--- src/rtl/dac_spi_pkg.sv ---
// Shared definitions for the DAC SPI streamer: FSM states, default command header
// and a frame-length helper.
package dac_spi_pkg;

    typedef enum logic [2:0] {
        ST_IDLE  = 3'd0,
        ST_LOAD  = 3'd1,
        ST_SHIFT = 3'd2,
        ST_HOLD  = 3'd3,
        ST_LDAC  = 3'd4
    } state_t;

    localparam logic [3:0] CMD_WORD_DEFAULT = 4'b0011;

    // System clock cycles from IDLE exit to IDLE re-entry for one frame.
    function automatic int frame_cycles(input int frame_width, input int clk_div);
        return (2 * frame_width + 3) * clk_div;
    endfunction

endpackage

--- src/rtl/dac_spi_tick.sv ---
// Half-period tick generator for the DAC SPI streamer: CLK_DIV down-counter with
// synchronous clear; tick fires on the last cycle of every half-period.
module dac_spi_tick #(
    parameter int CLK_DIV = 4
) (
    input  logic clk,
    input  logic rst_n,
    input  logic clr,
    output logic tick
);

    localparam int CW = (CLK_DIV > 1) ? $clog2(CLK_DIV) : 1;
    localparam logic [CW-1:0] CNT_TOP = CW'(CLK_DIV - 1);

    logic [CW-1:0] cnt_q;
    logic [CW-1:0] cnt_d;

    always_comb begin
        cnt_d = cnt_q;
        if (clr || (cnt_q == '0)) begin
            cnt_d = CNT_TOP;
        end else begin
            cnt_d = cnt_q - 1'b1;
        end
    end

    assign tick = !clr && (cnt_q == '0);

    always_ff @(posedge clk or negedge rst_n) begin
        if (!rst_n) begin
            cnt_q <= CNT_TOP;
        end else begin
            cnt_q <= cnt_d;
        end
    end

endmodule

--- src/rtl/dac_spi_streamer.sv ---
// Serialises buffered DAC codes to an SPI DAC (mode 0, MSB first) and strobes LDAC_N.
// Optional build macro DAC_SPI_SIGNED_IN_EN: DATA_IN is two's complement, converted to offset binary.
module dac_spi_streamer
    import dac_spi_pkg::*;
#(
    parameter int                   DATA_WIDTH  = 12,
    parameter int                   FRAME_WIDTH = 16,
    parameter int                   CMD_WIDTH   = 4,
    parameter logic [CMD_WIDTH-1:0] CMD_WORD    = CMD_WIDTH'(CMD_WORD_DEFAULT),
    parameter int                   CLK_DIV     = 4
) (
    input  logic                  CLK_SYS,
    input  logic                  nRST,
    input  logic                  EN,
    input  logic [DATA_WIDTH-1:0] DATA_IN,
    input  logic                  DATA_VALID,
    output logic                  READY,
    output logic                  OVERRUN,
    output logic                  BUSY,
    output logic                  SCLK,
    output logic                  MOSI,
    output logic                  CS_N,
    output logic                  LDAC_N
);

    localparam int HC_W = $clog2(2 * FRAME_WIDTH) + 1;
    localparam logic [HC_W-1:0] HC_LAST = HC_W'(2 * FRAME_WIDTH - 1);

    state_t                 state_q, state_d;
    logic [HC_W-1:0]        hcnt_q, hcnt_d;
    logic [FRAME_WIDTH-1:0] sreg_q, sreg_d;
    logic [DATA_WIDTH-1:0]  buf_q, buf_d;
    logic                   buf_full_q, buf_full_d;
    logic                   ready_q, ready_d;
    logic                   ovr_q, ovr_d;
    logic                   sclk_q, sclk_d;
    logic                   mosi_q, mosi_d;
    logic                   cs_n_q, cs_n_d;
    logic                   ldac_n_q, ldac_n_d;
    logic                   busy_q, busy_d;

    logic                   half_tick;
    logic                   wr_en;
    logic                   consume;
    logic [DATA_WIDTH-1:0]  wr_data;
    logic [FRAME_WIDTH-1:0] frame_word;

`ifdef DAC_SPI_SIGNED_IN_EN
    assign wr_data = {~DATA_IN[DATA_WIDTH-1], DATA_IN[DATA_WIDTH-2:0]};
`else
    assign wr_data = DATA_IN;
`endif

    // Divider is held cleared in IDLE so every frame starts on a full half-period.
    dac_spi_tick #(
        .CLK_DIV (CLK_DIV)
    ) u_tick (
        .clk   (CLK_SYS),
        .rst_n (nRST),
        .clr   (state_q == ST_IDLE),
        .tick  (half_tick)
    );

    always_comb begin
        frame_word = '0;
        frame_word[FRAME_WIDTH-1 -: CMD_WIDTH]              = CMD_WORD;
        frame_word[FRAME_WIDTH-1-CMD_WIDTH -: DATA_WIDTH]   = buf_q;
    end

    always_comb begin
        wr_en      = DATA_VALID && ready_q;
        consume    = (state_q == ST_IDLE) && buf_full_q && EN;
        state_d    = state_q;
        hcnt_d     = hcnt_q;
        sreg_d     = sreg_q;
        buf_d      = wr_en ? wr_data : buf_q;
        buf_full_d = wr_en || (buf_full_q && !consume);

        case (state_q)
            ST_IDLE: begin
                if (consume) begin
                    state_d = ST_LOAD;
                    sreg_d  = frame_word;
                    hcnt_d  = '0;
                end
            end
            ST_LOAD: begin
                if (half_tick) begin
                    state_d = ST_SHIFT;
                    hcnt_d  = '0;
                end
            end
            ST_SHIFT: begin
                if (half_tick) begin
                    if (hcnt_q == HC_LAST) begin
                        state_d = ST_HOLD;
                    end else begin
                        hcnt_d = hcnt_q + 1'b1;
                    end
                    // Advance the data after the SCLK-high half so MOSI changes on the falling edge.
                    if (!hcnt_q[0]) begin
                        sreg_d = {sreg_q[FRAME_WIDTH-2:0], 1'b0};
                    end
                end
            end
            ST_HOLD: begin
                if (half_tick) begin
                    state_d = ST_LDAC;
                end
            end
            ST_LDAC: begin
                if (half_tick) begin
                    state_d = ST_IDLE;
                end
            end
            default: begin
                state_d = ST_IDLE;
            end
        endcase

        // Pin values are decoded from next state so they are registered and glitch-free.
        ready_d  = EN && !buf_full_d;
        ovr_d    = DATA_VALID && !ready_q;
        sclk_d   = (state_d == ST_SHIFT) && !hcnt_d[0];
        mosi_d   = ((state_d == ST_LOAD) || (state_d == ST_SHIFT)) ? sreg_d[FRAME_WIDTH-1] : 1'b0;
        cs_n_d   = !((state_d == ST_LOAD) || (state_d == ST_SHIFT));
        ldac_n_d = (state_d != ST_LDAC);
        busy_d   = (state_d != ST_IDLE);
    end

    always_ff @(posedge CLK_SYS or negedge nRST) begin
        if (!nRST) begin
            state_q    <= ST_IDLE;
            hcnt_q     <= '0;
            buf_full_q <= 1'b0;
            ready_q    <= 1'b0;
            ovr_q      <= 1'b0;
            sclk_q     <= 1'b0;
            mosi_q     <= 1'b0;
            cs_n_q     <= 1'b1;
            ldac_n_q   <= 1'b1;
            busy_q     <= 1'b0;
        end else begin
            state_q    <= state_d;
            hcnt_q     <= hcnt_d;
            buf_full_q <= buf_full_d;
            ready_q    <= ready_d;
            ovr_q      <= ovr_d;
            sclk_q     <= sclk_d;
            mosi_q     <= mosi_d;
            cs_n_q     <= cs_n_d;
            ldac_n_q   <= ldac_n_d;
            busy_q     <= busy_d;
        end
    end

    // Payload registers carry no reset; they are only observed under valid control state.
    always_ff @(posedge CLK_SYS) begin
        sreg_q <= sreg_d;
        buf_q  <= buf_d;
    end

    assign READY   = ready_q;
    assign OVERRUN = ovr_q;
    assign BUSY    = busy_q;
    assign SCLK    = sclk_q;
    assign MOSI    = mosi_q;
    assign CS_N    = cs_n_q;
    assign LDAC_N  = ldac_n_q;

endmodule

--- config.mk ---
export PLATFORM = sky130hd
export DESIGN_NAME = dac_spi_streamer
export DESIGN_NICKNAME = d
export VERILOG_FILES = /design/src/rtl/dac_spi_pkg.sv /design/src/rtl/dac_spi_tick.sv /design/src/rtl/dac_spi_streamer.sv
export SDC_FILE = /design/constraint.sdc
export NUM_CORES = 1
export LEC_CHECK = 0
export ABC_AREA = 1
export CORE_MARGIN = 1.5
export CORE_UTILIZATION = 23
export DETAILED_ROUTE_END_ITERATION = 10
export HOLD_SLACK_MARGIN = 0.03
export PLACE_DENSITY = 0.4
export SLEW_MARGIN = 40
export SYNTH_ARGS = -nofsm -noshare
export SYNTH_HDL_FRONTEND = slang
export SYNTH_SLANG_ARGS = --single-unit
--- constraint.sdc ---
create_clock -name CLK_SYS -period 2.6 [get_ports CLK_SYS]
set_input_delay 0.39 -clock CLK_SYS [delete_from_list [all_inputs] [get_ports CLK_SYS]]
set_output_delay 0.39 -clock CLK_SYS [all_outputs]
set_load 0.05 [all_outputs]
# After elaboration in Yosys (flattened, before gate mapping)
# Index checks and enable logic that the tools add are counted.
[word_totals] wordCells=72 output_inout_bits=7 inputBits=16 ff_bits=47
[classes] n_reduce_logical=24 addsub=2 eq_ne=13 mux=18
[op_table] cell="2-to-1 mux 16 bit" n=3
[op_table] cell="case mux 16 bit (2 select lines)" n=1
[op_table] cell="2-to-1 mux 6 bit" n=4
[op_table] cell="2-to-1 mux 3 bit" n=6
[op_table] cell="case mux 6 bit (3 select lines)" n=1
[op_table] cell="case mux 3 bit (5 select lines)" n=1
[op_table] cell="!= test 2 bit (second input constant)" n=5
[op_table] cell="== test 3 x 2 -> 1 bit (second input constant)" n=3
[op_table] cell="logical AND 1 bit" n=8
[op_table] cell="adder 6 x 1 -> 6 bit (second input constant)" n=1
[op_table] cell="== test 3 x 1 -> 1 bit (second input constant)" n=2
[op_table] cell="== test 6 x 5 -> 1 bit (second input constant)" n=1
[op_table] cell="zero test 1 bit" n=6
[op_table] cell="nonzero test 3 bit" n=2
[op_table] cell="AND reduction 5 bit" n=1
[op_table] cell="AND reduction 4 bit" n=1
[op_table] cell="== test 3 bit (second input constant)" n=1
[op_table] cell="zero test 3 bit" n=1
[op_table] cell="logical OR 1 bit" n=3
[op_table] cell="!= test 3 bit (second input constant)" n=1
[op_table] cell="zero test 2 bit" n=1
[op_table] cell="2-to-1 mux 2 bit" n=1
[op_table] cell="nonzero test 2 bit" n=1
[op_table] cell="subtractor 2 x 1 -> 2 bit (second input constant)" n=1
[op_table] cell="2-to-1 mux 1 bit" n=1

# Logic depth before layout (Yosys ltp)
# Gate-level depths: netlist of run 1.
[depth] depth_word=8 ltp_mapped=11 depth_no_buf=11

# By module
# From an unflattened synthesis of run 1, not the netlist that was laid out.
[unflattened] hier_cells=183 area_unflattened_um2=2016.9
[modules_own_cells] module="dac_spi_streamer" instances=1 seq_area_each_um2=1258.7 cells_each=173 area_each_um2=1923.1
[modules_own_cells] module="dac_spi_tick" instances=1 seq_area_each_um2=52.6 cells_each=10 area_each_um2=93.8

# Least setup slack after synthesis of run 1
# No wires, ideal clock.
[synth_timing] path_kind="register to register" start="register state_q[0]" end="register sreg_q[0], enable pin" stages_incl_launch_ff=6 path_buffers=0 t_required_ns=2.206 path_slack_ns=0.505 synth_period_minus_slack_ns=2.095 t_arrival_ns=1.701 setup_time_ns=0.394 path_cell_list="dfrtp_1 > nor2_4 > inv_2 > nor2_8 > nand2_1 > a22oi_1"
[synth_between] elab_chain_len=5 elab_cells_between_ends=11 cone_classes="eq/ne: 4; reduce/logical: 7"
[synth_lines] item="start: declaration" line="dac_spi_streamer.sv:29" text="state_t state_q, state_d;"
[synth_lines] item="start signal: assignment" line="dac_spi_streamer.sv:144" text="state_q <= state_d;"
[synth_lines] item="zero test 3 bit" line="dac_spi_streamer.sv:60, dac_spi_streamer.sv:72, dac_spi_streamer.sv:79"
[synth_lines] item="logical AND 1 bit or zero test 1 bit (tied branches)" line="dac_spi_streamer.sv:72, dac_spi_tick.sv:27"
[synth_lines] item="logical AND 1 bit, on equally long branches" line="dac_spi_streamer.sv:72, dac_spi_tick.sv:27"
[synth_lines] item="!= test 2 bit (no line)"
[synth_lines] item="AND reduction 4 bit (no line) *"
[synth_lines] item="end signal: assignment" line="dac_spi_streamer.sv:159" text="sreg_q <= sreg_d;"
[synth_lines] item="end: declaration" line="dac_spi_streamer.sv:31" text="logic [FRAME_WIDTH-1:0] sreg_q, sreg_d;"
# Mark *: on every way between the ends. The rest lies on a longest branch, timed or not.
# A chain may end at the register's enable or synchronous reset.

# Final worst setup path of run 1
[layout_timing] start="register ldac_n_q, in the netlist LDAC_N" end="output port LDAC_N"
[layout_rtl] item="start: declaration" line="dac_spi_streamer.sv:39" text="logic ldac_n_q, ldac_n_d;"
[layout_rtl] item="start signal: assignment" line="dac_spi_streamer.sv:152" text="ldac_n_q <= ldac_n_d;"
[layout_rtl] item="end: declaration" line="dac_spi_streamer.sv:23" text="output logic LDAC_N"
# No word-level cell between the ends.

==> qor.yml, run 1 <==
cts_buffers: 5
cts.clk_slew.worst_paths_ns: 0.09
grt_max_degree: 20
drv_cap: 0
slowest_delay_ns: 0.80
drt-pass1-iter-count: 4
max_slew_margin_pct: 65.8
grt_usage_pct: 8.48
htreeDepth: 2
pwr_density_cell_nw_per_um2: 559
ys_ff_latch: 47
grt_pass1_wl_um: 6400
netlist_area_sq_um: 2040
critical_path_class: "reg -> out"
syn_to_final_growth_pct: 22.8
cp_top_family: "buffers and inverters"
grt_antenna_before_repair: 0
synthesis.nets: 227
ir_drop_mv: 0.281
via_count: 1380
drc_errors: 0
avgSynthCellArea_sq_um: 9.76
p_leak_nw: 1.16
clock_skew_ns: 0.00924
num_antenna_cells: 0
wire_per_inst_um: 10.4
cts_setup_buffers: 0
worstPathMaxFanout: 1
nNetsFinal: 256
crit_chain: "clkdlybuf4s50_1"
syn_inst: 209
end_kind: "output pin"
gp_congestion: 0.731
finalSetupViolations: 0
worst_pin_slew_ns: 0.511
die_h_um: 97.2
routed_wl_um: 3600
netlist-cell-type-count: 22
ys_seq_area_share_pct: 64.3
clockRootBuffer: "clkbuf_8"
routed_via_density: 3.98
required_ns: 2.21
drv_slew: 0
placed_cells: 339
grt_pass1_vias: 1378
ctsLongestPathBuffers: 2
ys_warn_count: 0
setup_tns_ns: 0
dieArea_sq_um: 9450
crit_buf_inv: 1
cts.repair.resized: 0
slowest_stage: "clkdlybuf4s50_1"
grt-ovfl-total: 0
coreArea_sq_um: 8680
max_freq_mhz: 494
status: "complete, no violations"
route.antenna.remaining_nets: 0
fin_crit_sh_pct: 77.9
tritoncts: "yes"
final_layout_size_suffix_gt1_share_pct: 9.62
clk_latency_ns: 0.31
final.min_clock_period_ns: 2.02
design.portCount: 23
hold_viol: 0
cts_sinks: 47
hp-class: "in -> async"
fin_cells: 347
port_buffers: 22
die_w_um: 97.2
start_util_pct: 23.5
start_kind: "flop"
rsz0062_at_grt: "no"
post-route-util_pct: 28.9
dp_hpwl_um: 2560
cts_hold_buf: 0
drtIter0Drc: 49
rows: 34
arrival_ns: 1.63
-- cells in the final DEF (no fill, tap or decap), types with 3 or more instances in the layout --
cell type / instances
nand3_1: 15
clkdlybuf4s50_1: 22
dfstp_2: 4
inv_2: 3
clkbuf_8: 5
nor2_1: 13
dfrtp_1: 15
nand2_1: 86
edfxtp_1: 27
inv_1: 23
o21ai_0: 6
-- sequential cells by signal, summed over array words and instances, names as in the netlist, 2 cells and up --
| signal | flops |
|---|---|
| sreg_q | 16 |
| state_q | 3 |
| hcnt_q | 6 |
| u_tick.cnt_q | 2 |
| buf_q | 12 |
-- kinds of logic after synthesis --
group	share of synthesized area [%]
simple gates	25.6
compound gates	2.88
flops	64.3
xor+xnor	0.429
buf+inv	5.58
fa+ha+maj	1.23
-- cell usage after synthesis --
library cell  instances  area (sq um)
a21oi_1               1          5.00
a21oi_4               1          16.3
a22oi_1               1          7.51
buf_2                 1          5.00
buf_6                 1          11.3
dfrtp_1              15           375
dfstp_2               4           105
dfxtp_1               1          20.0
edfxtp_1             27           811
ha_1                  2          25.0
inv_1                23          86.3
inv_2                 3          11.3
nand2_1              86           323
nand3_1              15          75.1
nand3_2               2          20.0
nand4_1               2          12.5
nor2_1               13          48.8
nor2_4                1          11.3
nor2_8                1          20.0
o21ai_0               6          30.0
or2_2                 2          12.5
xnor2_1               1          8.76
-- power by group --
group	internal, mW	switching (mW)	total, mW
combinational	0.0275	0.0274	0.0549
clock	0.287	0.257	0.544
sequential	0.797	0.00373	0.801
total	1.11	0.288	1.40
-- metrics by stage --
stage / total power [mW] / worst slack (ns) / hold WS [ns] / cell area (sq um)
after CTS: 1.42 / 0.562 / 0.420 / 2510
after detailed placement: 0.874 / 0.672 / 0.447 / 2390
final: 1.40 / 0.576 / 0.408 / 2510
after global routing: 1.46 / 0.534 / 0.431 / 2510
after global placement: 0.874 / 0.697 / 0.458 / 2390
after floorplan: 0.835 / 0.505 / 0.0944 / 2040
-- routing by layer --
layer  share of wire (%)  vias to the layer above  GRT usage (%)
met1                  49                      629           11.2
met5                   0                        -              0
met2                  45                       26           12.7
li1                    -                      720              -
met4                 2.4                        0           4.35
met3                 3.6                        5           2.30
-- path summary, 6_finish.rpt --
check                      cells past startpoint                        end                       from  slack [ns]
hold reg to reg                                1          OVERRUN$_DFF_PN0_            READY$_DFF_PN0_        0.47
setup reg to reg                               8       sreg_q[10]$_DFFE_PP_  u_tick.cnt_q[0]$_DFF_PN1_        0.82
setup / recovery                               1                     LDAC_N           LDAC_N$_DFF_PN1_        0.58
hold / removal                                 2       buf_full_q$_DFF_PN0_                       nRST        0.41
min in group CLK_SYS                           1          OVERRUN$_DFF_PN0_            READY$_DFF_PN0_        0.47
max in group asynchronous                      2  u_tick.cnt_q[1]$_DFF_PN1_                       nRST        1.92
-- area by class of cell --
type | instances | area, sq um
fillers | 960 | 6170
flip-flops and latches | 47 | 1310
multi-input cells | 134 | 616
repair buffers | 24 | 235
well taps | 108 | 135
inverters | 26 | 97.6
clock buffers | 5 | 68.8
clock inverters | 3 | 42.5
Note: power is estimated with default switching activity, not from simulation.
==> run 2, diff against run 1 <==
- clock period: 2.6 -> 2 ns (I/O delays scaled with it)
==> run 2 against run 1 <==
  * Via count grew 0.65%
  * Utilization is essentially flat
  * Total power grew 23%
  * Flip-flop and latch count is the same
  * Critical path type unchanged
  * Largest cell class unchanged
==> qor.yml, run 2 (synthesis results as in run 1) <==
cp_top_family: "buffers and inverters"
routed_wl_um: 3530
fin_crit_sh_pct: 96.5
status: "complete, no violations"
placed_area_sq_um: 2410
top_regs: "sreg_q: 16 flops, buf_q: 12 flops, hcnt_q: 6 flops"
grt_antenna_before_repair: 0
stdcell_area_sq_um: 2500
final_common_cell: "nand2_1"
clock_skew_ns: 0.00866
p_sw_mw: 0.386
die_h_um: 97.2
wire_per_inst_um: 10.1
total_power_mw: 1.72
drtIter0Drc: 44
slowest_stage: "clkdlybuf4s50_1"
dp_hpwl_um: 2570
cts_setup_buffers: 0
drv_slew: 0
slowest_delay_ns: 0.80
hold_viol: 0
drc_errors: 0
drv_cap: 0
pwr-share-comb_pct: 4.2
nFillCells: 934
cts.repair.resized: 0
seqPwrFrac_pct: 60.7
final.min_clock_period_ns: 1.93
finalSetupViolations: 0
gp_congestion: 0.687
num_antenna_cells: 0
grt_pass1_vias: 1310
max_slew_margin_pct: 66.0
clkPwrFrac_pct: 35.1
required_ns: 1.70
grt_pass1_wl_um: 6210
setup_tns_ns: 0
nNetsFinal: 257
pwr_density_cell_nw_per_um2: 686
grt_max_degree: 20
start_util_pct: 23.5
via_count: 1389
clk_latency_ns: 0.30
syn_to_final_growth_pct: 22.6
die_w_um: 97.2
p_leak_nw: 1.16
htreeDepth: 2
end_kind: "output pin"
grt_usage_pct: 8.18
port_buffers: 22
ir_drop_mv: 0.268
route.antenna.remaining_nets: 0
drt-pass1-iter-count: 4
crit_buf_inv: 1
rows: 34
intPower_mw: 1.33
design.portCount: 23
cts_sinks: 47
critical_path_class: "reg -> out"
routed_via_density: 3.99
hp-class: "in -> async"
largest-register: "sreg_q"
grt-ovfl-total: 0
dieArea_sq_um: 9450
largest_register_ffs: 16
coreArea_sq_um: 8680
worstPathMaxFanout: 1
clockRootBuffer: "clkbuf_8"
sw_frac_of_total_pct: 22.5
arrival_ns: 1.63
start_kind: "flop"
final_cell_mix: "86 x nand2_1, 27 x edfxtp_1, 23 x inv_1"
post-route-util_pct: 28.8
ctsLongestPathBuffers: 2
cts.clk_slew.worst_paths_ns: 0.09
tritoncts: "yes"
rsz0062_at_grt: "no"
worst_pin_slew_ns: 0.509
crit_chain: "clkdlybuf4s50_1"
cts_buffers: 5
max_freq_mhz: 518
cts_hold_buf: 0
final_layout_size_suffix_gt1_share_pct: 10.8
==> run 2: cell types whose count changed in the layout (fill, tap and decap cells not counted), sizes merged <==
| cell | before | now |
|---|---|---|
| buf | 2 | 3 |
| bufinv | 1 | 0 |
| inv | 27 | 28 |
==> run 2: metal layers <==
layer	share of wire [%]	up-vias	wire length (um)	global-route usage (%)
met1	50	639	1780	11.3
met3	3.1	4	108	2.23
li1	-	722	-	-
met5	0	-	0	0
met4	2.0	0	69	3.68
met2	45	24	1580	11.9
==> run 2: final cells by class <==
type | count | area [sq um] | share of cell area, %
Clock buffer | 5 | 68.8 | 2.75
Clock inverter | 3 | 26.3 | 1.05
Inverter | 26 | 97.6 | 3.90
Multi-Input combinational cell | 134 | 621 | 24.8
Sequential cell | 47 | 1310 | 52.4
Tap cell | 108 | 135 | 5.40
Timing Repair Buffer | 25 | 243 | 9.70
==> run 2: through the flow <==
stage / instances / hold WS, ns / setup slack [ns]
2_1_floorplan: 209 / 0.00441 / 0.220
5_1_grt: 348 / 0.345 / 0.0167
6_report: 348 / 0.319 / 0.0693
4_1_cts: 348 / 0.321 / 0.0486
3_5_place_dp: 340 / 0.446 / 0.180
3_3_place_gp: 340 / 0.458 / 0.200
==> run 2: final timing paths <==
path                                      start  slack [ns]                         to  depth (start not counted)
max                            LDAC_N$_DFF_PN1_        0.07                     LDAC_N                          1
min                                        nRST        0.32            READY$_DFF_PN0_                          2
max reg2reg                state_q[0]$_DFF_PN0_        0.29        sreg_q[8]$_DFFE_PP_                          6
min reg2reg                     READY$_DFF_PN0_        0.47          OVERRUN$_DFF_PN0_                          1
max in group asynchronous                  nRST        1.41  u_tick.cnt_q[1]$_DFF_PN1_                          2
min in group CLK_SYS            READY$_DFF_PN0_        0.47          OVERRUN$_DFF_PN0_                          1
==> run 2: power by group through the flow <==
stage	Combinational, mW	Sequential [mW]	Clock [mW]
floorplan	0.0117	1.07	0
global placement	0.0732	1.06	0
global route	0.0796	1.04	0.677
CTS	0.0734	1.04	0.630
detailed placement	0.0732	1.06	0
finish	0.0713	1.04	0.602
==> run 3, diff against run 2 <==
- PLACE_DENSITY: 0.4 -> 0.43
==> run 3 against run 2 <==
  * Clock-buffer cell count did not move
  * Critical path type unchanged
  * Final cell count unchanged
  * Die area stayed put
  * Utilization hardly changed
  * Fmax increased by 0.54%
  * Flip-flop and latch count is the same
  * Hold slack better by 0.010 ns
  * First-iteration DRC count is 20% higher
  * Routed wire length shrank 1.7%
  * Sequential power about the same
  * Non-clock buffer count unchanged
  * Sequential share of layout area grew 0.052 points
==> qor.yml, run 3 (synthesis results as in run 1) <==
status: "complete, no violations"
p_leak_nw: 1.15
hold_viol: 0
drtIter0Drc: 53
clock_skew_ns: 0.00863
worstPathMaxFanout: 1
fin_crit_sh_pct: 96.0
max_freq_mhz: 521
largest-register: "sreg_q"
grt_max_degree: 20
critical_path_class: "reg -> out"
dieArea_sq_um: 9450
grt_antenna_before_repair: 0
setup_tns_ns: 0
ctsLongestPathBuffers: 2
placed_area_sq_um: 2410
grt_usage_pct: 7.94
route.antenna.remaining_nets: 0
drv_slew: 0
end_kind: "output pin"
top_regs: "sreg_q: 16 flops, buf_q: 12 flops, hcnt_q: 6 flops"
stdcell_area_sq_um: 2500
tritoncts: "yes"
die_h_um: 97.2
drt-pass1-iter-count: 4
grt_pass1_vias: 1342
seq_area_sq_um: 1310
slowest_delay_ns: 0.80
wire_per_inst_um: 9.97
grt-ovfl-total: 0
cts_hold_buf: 0
clockRootBuffer: "clkbuf_8"
largest_register_ffs: 16
coreArea_sq_um: 8680
grt_pass1_wl_um: 6170
multiInputGateArea_sq_um: 621
hp-class: "in -> async"
htreeDepth: 2
crit_chain: "clkdlybuf4s50_1"
arrival_ns: 1.62
die_w_um: 97.2
ir_drop_mv: 0.328
dp_hpwl_um: 2480
worst_pin_slew_ns: 0.513
final_layout_size_suffix_gt1_share_pct: 10.8
drv_cap: 0
start_kind: "flop"
finalSetupViolations: 0
port_buffers: 22
cts.clk_slew.worst_paths_ns: 0.09
cts_sinks: 47
routed_via_density: 3.94
final.min_clock_period_ns: 1.92
cp_top_family: "buffers and inverters"
final_common_cell: "nand2_1"
syn_to_final_growth_pct: 22.5
rows: 34
gp_congestion: 0.743
num_antenna_cells: 0
rsz0062_at_grt: "no"
design.portCount: 23
slowest_stage: "clkdlybuf4s50_1"
crit_buf_inv: 1
final_cell_mix: "86 x nand2_1, 27 x edfxtp_1, 23 x inv_1"
cts_buffers: 5
start_util_pct: 23.5
required_ns: 1.70
cts_setup_buffers: 0
clk_latency_ns: 0.30
routed_wl_um: 3470
max_slew_margin_pct: 65.7
pwr_density_cell_nw_per_um2: 679
nFillCells: 950
cts.repair.resized: 0
drc_errors: 0
nNetsFinal: 257
via_count: 1372
[run 3: path summary, 6_finish.rpt]
check,from,to,slack [ns],cells past startpoint
min in group CLK_SYS,READY$_DFF_PN0_,OVERRUN$_DFF_PN0_,0.47,1
max in group asynchronous,nRST,u_tick.cnt_q[1]$_DFF_PN1_,1.41,2
worst max-delay path,LDAC_N$_DFF_PN1_,LDAC_N,0.08,1
worst max register to register,u_tick.cnt_q[0]$_DFF_PN1_,sreg_q[9]$_DFFE_PP_,0.26,8
worst min register to register,READY$_DFF_PN0_,OVERRUN$_DFF_PN0_,0.47,1
worst min-delay path,nRST,hcnt_q[1]$_DFFE_PN0P_,0.33,2
[run 3: area by class of cell]
cell class / count / share of cell area (%)
inverter: 26 / 3.90
sequential: 47 / 52.5
clock buffer: 5 / 2.75
clock inverter: 3 / 0.951
multi-input combinational: 134 / 24.8
tap: 108 / 5.41
timing repair buffer: 25 / 9.71
[run 3: layer usage]
metal  GRT usage [%]  part of all wire [%]  up-vias  wire length (um)
li1                -                     -      726                 -
met1            11.1                    52      625              1800
met5               0                     0        -                 0
met4            3.34                   1.2        0                40
met3            1.29                   2.6        2                91
met2            12.2                    44       19              1540
[run 3: stage by stage]
step	power (mW)	std cells	setup WS [ns]	util (%)	hold WS (ns)
after floorplan	1.09	209	0.220	-	0.00441
after global placement	1.14	340	0.232	27.7	0.458
after detailed placement	1.14	340	0.221	27.7	0.461
after CTS	1.74	348	0.0552	28.8	0.329
after global routing	1.78	348	0.0381	28.8	0.360
final	1.70	348	0.0796	28.8	0.330
[run 3: power by group]
group / total, mW / switching [mW] / internal (mW)
combinational: 0.0720 / 0.0361 / 0.0358
sequential: 1.04 / 0.00495 / 1.04
clock: 0.585 / 0.334 / 0.250
